### src/rtl/winograd_accumulator_if.sv
// Handshake bundle between the Winograd core, the accumulator and its consumer.
//   flush_i     : synchronous abort of the partial sums and any held result
//   len_i       : terms per result, sampled on the first accepted beat
//   in_valid_i  : in_data_i valid
//   in_ready_o  : accumulator accepts a beat this cycle
//   in_data_i   : two signed lane sums from the Winograd core
//   out_valid_o : accumulated result available
//   out_ready_i : consumer takes the result this cycle
//   out_data_o  : two accumulated lane results
//   busy_o      : accumulator is not idle
// The suffixes are as seen from the accumulator. The accumulator uses the
// slave modport and the environment driving it uses the master modport.
interface winograd_accumulator_if #(
    parameter int unsigned IN_SIZE  = 24,
    parameter int unsigned ACC_SIZE = 32,
    parameter int unsigned CNT_SIZE = 8
);
    logic                           flush_i;
    logic [CNT_SIZE-1:0]            len_i;
    logic                           in_valid_i;
    logic                           in_ready_o;
    logic [0:1][IN_SIZE-1:0]        in_data_i;
    logic                           out_valid_o;
    logic                           out_ready_i;
    logic [0:1][ACC_SIZE-1:0]       out_data_o;
    logic                           busy_o;

    modport master (
        output flush_i, len_i, in_valid_i, in_data_i, out_ready_i,
        input  in_ready_o, out_valid_o, out_data_o, busy_o
    );

    modport slave (
        input  flush_i, len_i, in_valid_i, in_data_i, out_ready_i,
        output in_ready_o, out_valid_o, out_data_o, busy_o
    );
endinterface

### src/rtl/winograd_accumulator.sv
// Accumulates a programmable number of two-lane Winograd output beats and
// presents the result through a valid/ready handshake.
//   clk_i  : clock, rising edge
//   rst_ni : asynchronous active-low reset
//   bus_io : slave side of winograd_accumulator_if (input stream, output
//            stream, len, flush, busy)
// Inputs are sign-extended to ACC_SIZE and summed with modular wrap; the two
// lanes are independent. A result is held until the consumer takes it, and a
// new run may start in the same cycle the held result is taken.
module winograd_accumulator #(
    parameter int unsigned IN_SIZE  = 24,
    parameter int unsigned ACC_SIZE = 32,
    parameter int unsigned CNT_SIZE = 8
) (
    input  logic                   clk_i,
    input  logic                   rst_ni,
    winograd_accumulator_if.slave  bus_io
);

    typedef enum logic [1:0] {StIdle, StAccum, StHold} state_e;

    state_e                   state_q, state_d;
    logic [0:1][ACC_SIZE-1:0] acc_q, acc_d;
    logic [CNT_SIZE-1:0]      cnt_q, cnt_d;
    logic [CNT_SIZE-1:0]      len_q, len_d;

    logic                     in_ready;
    logic                     out_valid;
    logic                     busy;
    logic                     accept;
    logic                     out_fire;
    logic [CNT_SIZE-1:0]      len_eff;
    logic [0:1][ACC_SIZE-1:0] in_ext;

    // A length of zero is treated as a single-term result.
    always_comb begin
        len_eff = (bus_io.len_i == '0) ? CNT_SIZE'(1) : bus_io.len_i;
    end

    always_comb begin
        in_ext = '0;
        for (int l = 0; l < 2; l++) begin
            in_ext[l] = ACC_SIZE'($signed(bus_io.in_data_i[l]));
        end
    end

    // Handshake outputs decoded from the current state.
    always_comb begin
        in_ready  = 1'b1;
        out_valid = 1'b0;
        case (state_q)
            StIdle, StAccum: begin
                in_ready = 1'b1;
            end
            StHold: begin
                // Back-pressure the producer until the held result is taken.
                in_ready  = bus_io.out_ready_i;
                out_valid = 1'b1;
            end
            default: begin
                in_ready  = 1'b1;
                out_valid = 1'b0;
            end
        endcase
        busy = (state_q != StIdle);
    end

    assign accept   = bus_io.in_valid_i & in_ready;
    assign out_fire = out_valid & bus_io.out_ready_i;

    // Next-state logic; flush overrides every other event.
    always_comb begin
        state_d = state_q;
        if (bus_io.flush_i) begin
            state_d = StIdle;
        end else begin
            case (state_q)
                StIdle: begin
                    if (accept) begin
                        state_d = (len_eff == CNT_SIZE'(1)) ? StHold : StAccum;
                    end
                end
                StAccum: begin
                    if (accept && ((cnt_q + CNT_SIZE'(1)) == len_q)) begin
                        state_d = StHold;
                    end
                end
                StHold: begin
                    if (out_fire) begin
                        if (accept) begin
                            state_d = (len_eff == CNT_SIZE'(1)) ? StHold : StAccum;
                        end else begin
                            state_d = StIdle;
                        end
                    end
                end
                default: state_d = StIdle;
            endcase
        end
    end

    // Datapath next-state. An accept in HOLD can only happen together with
    // out_fire, so it starts a fresh result exactly like an accept in IDLE.
    always_comb begin
        acc_d = acc_q;
        cnt_d = cnt_q;
        len_d = len_q;
        if (bus_io.flush_i) begin
            acc_d = '0;
            cnt_d = '0;
        end else if (accept) begin
            if (state_q == StAccum) begin
                for (int l = 0; l < 2; l++) begin
                    acc_d[l] = acc_q[l] + in_ext[l];
                end
                cnt_d = cnt_q + CNT_SIZE'(1);
            end else begin
                acc_d = in_ext;
                cnt_d = CNT_SIZE'(1);
                len_d = len_eff;
            end
        end
    end

    always_ff @(posedge clk_i or negedge rst_ni) begin
        if (!rst_ni) begin
            state_q <= StIdle;
            acc_q   <= '0;
            cnt_q   <= '0;
            len_q   <= '0;
        end else begin
            state_q <= state_d;
            acc_q   <= acc_d;
            cnt_q   <= cnt_d;
            len_q   <= len_d;
        end
    end

    assign bus_io.in_ready_o  = in_ready;
    assign bus_io.out_valid_o = out_valid;
    assign bus_io.out_data_o  = acc_q;
    assign bus_io.busy_o      = busy;

endmodule
### src/flat_wrapper.sv
// flat-port wrapper written by rule: the top's interface ports become plain ports
module winograd_accumulator_flat 
#(
    parameter int unsigned IN_SIZE  = 24,
    parameter int unsigned ACC_SIZE = 32,
    parameter int unsigned CNT_SIZE = 8
)
  (clk_i, rst_ni, bus_io_flush_i, bus_io_len_i, bus_io_in_valid_i, bus_io_in_data_i, bus_io_out_ready_i, bus_io_in_ready_o, bus_io_out_valid_o, bus_io_out_data_o, bus_io_busy_o);
  winograd_accumulator_if #(.IN_SIZE(IN_SIZE), .ACC_SIZE(ACC_SIZE), .CNT_SIZE(CNT_SIZE)) bus_io_i ();
  input  logic clk_i;
  input  logic rst_ni;
  input wire logic [$bits(bus_io_i.flush_i)-1:0] bus_io_flush_i;
  input wire logic [$bits(bus_io_i.len_i)-1:0] bus_io_len_i;
  input wire logic [$bits(bus_io_i.in_valid_i)-1:0] bus_io_in_valid_i;
  input wire logic [$bits(bus_io_i.in_data_i)-1:0] bus_io_in_data_i;
  input wire logic [$bits(bus_io_i.out_ready_i)-1:0] bus_io_out_ready_i;
  output wire logic [$bits(bus_io_i.in_ready_o)-1:0] bus_io_in_ready_o;
  output wire logic [$bits(bus_io_i.out_valid_o)-1:0] bus_io_out_valid_o;
  output wire logic [$bits(bus_io_i.out_data_o)-1:0] bus_io_out_data_o;
  output wire logic [$bits(bus_io_i.busy_o)-1:0] bus_io_busy_o;
  assign bus_io_i.flush_i = bus_io_flush_i;
  assign bus_io_i.len_i = bus_io_len_i;
  assign bus_io_i.in_valid_i = bus_io_in_valid_i;
  assign bus_io_i.in_data_i = bus_io_in_data_i;
  assign bus_io_i.out_ready_i = bus_io_out_ready_i;
  assign bus_io_in_ready_o = bus_io_i.in_ready_o;
  assign bus_io_out_valid_o = bus_io_i.out_valid_o;
  assign bus_io_out_data_o = bus_io_i.out_data_o;
  assign bus_io_busy_o = bus_io_i.busy_o;
  winograd_accumulator #(.IN_SIZE(IN_SIZE), .ACC_SIZE(ACC_SIZE), .CNT_SIZE(CNT_SIZE)) u_core (.clk_i(clk_i), .rst_ni(rst_ni), .bus_io(bus_io_i));
endmodule
### config.mk
export PLATFORM = sky130hd
export DESIGN_NAME = winograd_accumulator_flat
export DESIGN_NICKNAME = d
export VERILOG_FILES = /design/src/rtl/winograd_accumulator_if.sv /design/src/rtl/winograd_accumulator.sv /design/src/flat_wrapper.sv
export SDC_FILE = /design/constraint.sdc
export NUM_CORES = 1
export LEC_CHECK = 0
export BUFFER_PORTS_ARGS = -buffer_cell sky130_fd_sc_hd__buf_2
export CAP_MARGIN = 20
export CORE_ASPECT_RATIO = 1.25
export CORE_UTILIZATION = 58
export DETAILED_ROUTE_END_ITERATION = 7
export HOLD_SLACK_MARGIN = 0.03
export PLACE_DENSITY_LB_ADDON = 0.2
export SYNTH_ARGS = -nofsm -noshare
export SYNTH_HDL_FRONTEND = slang
export SYNTH_SLANG_ARGS = --single-unit
### constraint.sdc
create_clock -name clk_i -period 4 [get_ports clk_i]
set_clock_uncertainty 0.05 [all_clocks]
set_input_delay 0.2 -clock clk_i [delete_from_list [all_inputs] [get_ports clk_i]]
set_output_delay 0.2 -clock clk_i [all_outputs]
set_load 0.01 [all_outputs]
* After elaboration in Yosys (flattened, before gate mapping)
Cells that the tools add are included.
Word-level totals: register bits 82, bits of input ports 61, output and inout port bits 67, word-level logic and storage cells 42
Operators by class: add/subtract/negate cells 3, eq/ne operators 7, muxes and demuxes 16, bitwise operators 4, reduce and logical (&&, ||, !) cells 7
Operators by type and width (number):
- 64-bit two-way mux | 3
- 32-bit adder | 2
- 8-bit two-way mux | 4
- 2-bit two-way mux | 6
- 3-bit by 2-bit != test with 1-bit output, second input constant | 3
- 8-bit by 1-bit adder with 8-bit output, second input constant | 1
- 8-bit by 1-bit equality test with 1-bit output, second input constant | 1
- 8-bit equality test | 1
- 8-bit logical NOT | 1
- 2-bit one-hot mux with 3 select lines | 1
- 3-bit AND reduction | 2
- 2-bit nonzero test | 2
- 1-bit AND | 2
- 2-bit by 1-bit equality test with 1-bit output, second input constant | 1
- 2-bit equality test, second input constant | 1
- 2-bit logical NOT | 1
- 1-bit two-way mux | 2
- 1-bit inverter | 2
- 1-bit logical AND | 1

* Logic depth before layout (Yosys ltp)
depth in word-level cells 8, gate-level depth with buffers 11, depth with buffers taken out 11

* Least setup slack after synthesis
OpenSTA, ideal clock, no wires.
kind register to register, start reg u_core.acc_q, in the netlist u_core.bus_io.out_data_o[32], end reg u_core.acc_q, in the netlist u_core.bus_io.out_data_o[54], setup time 125 ps, data arrival time 2846 ps, setup slack 979 ps, stages on the path, launching flop included 12, clock period less this slack 3021 ps, cells stage by stage dfrtp_1 > ha_1 > fa_1 > a21o_1 > a21oi_1 > nor4_1 > a211oi_1 > a21oi_1 > o21ai_1 > nand3_1 > xnor2_1 > a2111oi_0
Between the ends: cells in the longest elaborated chain, start to end 4
RTL lines:
- start: declaration | RTL line winograd_accumulator.sv:23 | logic [0:1][ACC_SIZE-1:0] acc_q, acc_d;
- start signal: assignment | RTL line winograd_accumulator.sv:128 | acc_q <= '0;
- start signal: assignment | RTL line winograd_accumulator.sv:133 | acc_q <= acc_d;
- 32-bit adder | RTL line winograd_accumulator.sv:114 | acc_d[l] = acc_q[l] + in_ext[l];
- 64-bit two-way mux | RTL line winograd_accumulator.sv:112 | if (state_q == StAccum) begin
- 64-bit two-way mux | RTL line winograd_accumulator.sv:111 | end else if (accept) begin
- 64-bit two-way mux | RTL line winograd_accumulator.sv:108 | if (bus_io.flush_i) begin
Every way passes these cells. The select of a mux whose other input is x is not followed. A chain may end at the register's enable or synchronous reset.

* Final worst setup path
Same ends and word-level chain as after synthesis.

==> results.md <==
- Outcome: finished, final reports clean
- ANT cells: 0
- Routability congestion estimate: 0.936
- Internal cell power: 1.98 mW
- Gr usage total: 29.9%
- Tmin final: 3.27 ns
- TNS Setup: 0 ns
- Post-DR vias/cell: 6.07
- Num rows: 44
- I/O Buffers: 127
- Die span in x: 101 µm
- Max Cap Viol: 0
- Largest net degree at the start of global routing: 75
- Async SR Flop Fraction: 100%
- Leak pwr: 4.00 nW
- Post-DP HPWL: 13400 µm
- Final worst slack: 0.728 ns
- Hold Crit Class: in -> reg
- Nets@finish: 1102
- CTS Buf Count: 9
- CP Launch Type: flip-flop
- DIE HEIGHT: 126 µm
- Switching pwr: 1.23 mW
- Non-Filler Instances: 1142
- Mapped Avg Cell Area: 8.24 µm²
- Initial antenna violation count: 0
- Pre-CTS setup slack: 0.770 ns
- Vias after detailed routing: 6937
- DRT antenna net count: 0
- Sequential share of the synthesized area: 28.8%
- Maximum vdd drop: 200 µV
- P per Cell Area: 391 nW/µm²
- Vias in the first global route: 6757
- #FFs+latches synth: 82
- Sw frac: 38.3%
- WL per Instance: 16.2 µm
- DRC Markers: 0
- Bufs on Longest Clock Path: 2
- Share of cells above drive strength 1: 18.9%
- CTS tree: yes
- Worst-skew pair later-pin latency: 0.34 ns
- Max FO, Critical Path: 4
- Combinational share of power: 42.3%
- Crit end category: flip-flop
- Relative slew slack: 32.3%
- Sequential Power Share: 32.3%
- Post-synthesis cell area: 7130 µm²
- Core area: 11800 µm²
- Synth cell types: 73
- Period Utilization, post-route: 81.8%
- # hold bufs at CTS: 1
- First-pass GRT wire length: 30900 µm
- GR Overflow Total: 0
- Synth warn: 0
- Worst Max-Slew Pin Slew: 1.02 ns
- Initial drt markers: 343
- Slew Viols, Final: 0
- Starting Density: 60.5%
- Clock share of power: 25.4%
- Clock tree root driver cell: clkbuf_16
- I/O Pins: 128
- Placed cell count: 1125
- DRT Wirelength: 18500 µm
- Synth Flop Type: dfrtp_1
- Crit path DAT: 3.43 ns
- Clk sinks: 82
- Post_cts resized: 0
- 1st-pass router iterations: 5
- Mapped Cells: 865
- Endpoints failing hold: 0
- H-tree depth: 3
- Fill cells: 1045
- Maximum clock frequency: 0.306 GHz
- Synth-to-layout area growth: 15.1%
- Die Area: 12700 µm²
- RSZ-0062 raised after global routing: false
- Clock transition at path regs: 0.06 ns
- EDFF count, synth: 0
- # setup viols final: 0
- Post-CTS Setup Bufs: 0
- Worst Setup Path Type: reg -> reg
- Syn nets: 991
- Required time of the critical path: 4.16 ns
==> worst max-delay path, cell delays in order, from the launching register on <==
cell	delay, ns
dfrtp_1	0.39
ha_1	0.23
fa_1	0.43
a21o_1	0.20
a21oi_1	0.27
nor4_1	0.10
a211oi_1	0.18
buf_4	0.17
a21oi_1	0.09
o21ai_1	0.22
nand3_1	0.23
xnor2_1	0.18
a2111oi_0	0.39
==> cells in the final DEF (no fill, tap or decap), types with 7 or more instances in the layout <==
cell type    n
buf_2      126
nand2_1     99
nor2_1      99
a21oi_1     86
dfrtp_1     82
ha_1        63
o21ai_0     52
a21o_1      35
xnor2_1     34
a311oi_1    25
xor2_1      22
a211oi_1    18
nand3_1     17
o21bai_1    13
nor3_1      12
and3_1      11
o21ai_1     11
o211ai_1    10
inv_1       10
mux2i_1     10
clkbuf_16    9
buf_4        9
nor4_1       8
mux2_2       8
o21a_1       8
nand4_1      7
==> cell type report <==
cell class	instances	area (µm²)	share of cell area, %
clock buffer	12	267	3.25
clock inverter	4	25.0	0.305
inverter	10	37.5	0.457
tap	161	201	2.45
multi-input combinational	737	4920	59.9
sequential	82	2050	25.0
timing repair buffer	136	708	8.63
==> through the flow <==
step	utilization [%]	cell area (µm²)	hold slack (ns)	total power, mW
floorplan	-	7130	-0.146	2.03
global placement	67.1	7910	0.251	2.38
detailed placement	67.1	7910	0.255	2.40
CTS	69.7	8210	0.0543	3.22
global route	69.7	8210	0.0623	3.43
finish	69.7	8210	0.0572	3.21
==> Yosys cell counts (all sizes together) (8+ instances only) <==
| master | number | share of area, % |
|---|---|---|
| a21oi | 88 | 6.3 |
| a211oi | 19 | 2.1 |
| xnor2 | 34 | 4.2 |
| ha | 63 | 11 |
| nand2 | 100 | 5.3 |
| o21ai | 67 | 4.9 |
| mux2 | 9 | 1.4 |
| o21a | 8 | 0.84 |
| nand3 | 17 | 1.2 |
| xor2 | 22 | 2.7 |
| nor2 | 99 | 5.2 |
| mux2i | 10 | 1.4 |
| inv | 10 | 0.53 |
| nor3 | 13 | 0.98 |
| and3 | 13 | 1.2 |
| clkbuf | 32 | 1.7 |
| o211ai | 11 | 1.2 |
| a311oi | 25 | 3.1 |
| o21bai | 13 | 1.4 |
| nor4 | 9 | 0.88 |
| dfrtp | 82 | 29 |
| a21o | 35 | 3.7 |
==> cell families after synthesis <==
logic type / synth area share (%)
flops: 28.8
simple gates: 18.3
xor+xnor: 6.88
mux: 2.83
fa+ha+maj: 11.6
buf+inv: 2.44
compound gates: 29.1
==> registers in the layout (all words and copies together) (netlist names) <==
| name | count |
|---|---|
| u_core.state_q | 2 |
| u_core.len_q | 8 |
| u_core.bus_io.out_data_o | 64 |
| u_core.cnt_q | 8 |
==> power by group through the flow <==
stage / Clock [mW] / Combinational, mW / Sequential [mW]
finish: 0.815 / 1.36 / 1.04
global route: 0.858 / 1.52 / 1.05
CTS: 0.826 / 1.36 / 1.04
detailed placement: 0 / 1.35 / 1.05
global placement: 0 / 1.33 / 1.05
floorplan: 0 / 0.964 / 1.07
==> layer usage <==
layer  vias to the layer above  GRT usage (%)  share of wire (%)
li1                       3434              -                  -
met1                      3265           37.1                 43
met2                       209           53.0                 50
met3                        29           3.88                4.8
met5                         -              0                  0
met4                         0           9.89                2.1
==> worst paths after layout <==
path	from	endpoint	slack [ns]	cells after the start
hold / removal	bus_io_len_i[3]	u_core.len_q[3]$_DFFE_PN0P_	0.06	2
setup reg to reg	u_core.bus_io.out_data_o[32]$_DFFE_PN0P_	u_core.bus_io.out_data_o[54]$_DFFE_PN0P_	0.73	12
setup / recovery	u_core.bus_io.out_data_o[32]$_DFFE_PN0P_	u_core.bus_io.out_data_o[54]$_DFFE_PN0P_	0.73	12
hold reg to reg	u_core.bus_io.out_data_o[27]$_DFFE_PN0P_	u_core.bus_io.out_data_o[27]$_DFFE_PN0P_	0.47	2
min in group asynchronous	rst_ni	u_core.bus_io.out_data_o[39]$_DFFE_PN0P_	0.40	2
max in group asynchronous	rst_ni	u_core.len_q[5]$_DFFE_PN0P_	2.61	3
No activity file was read; power rests on OpenSTA's default activity.
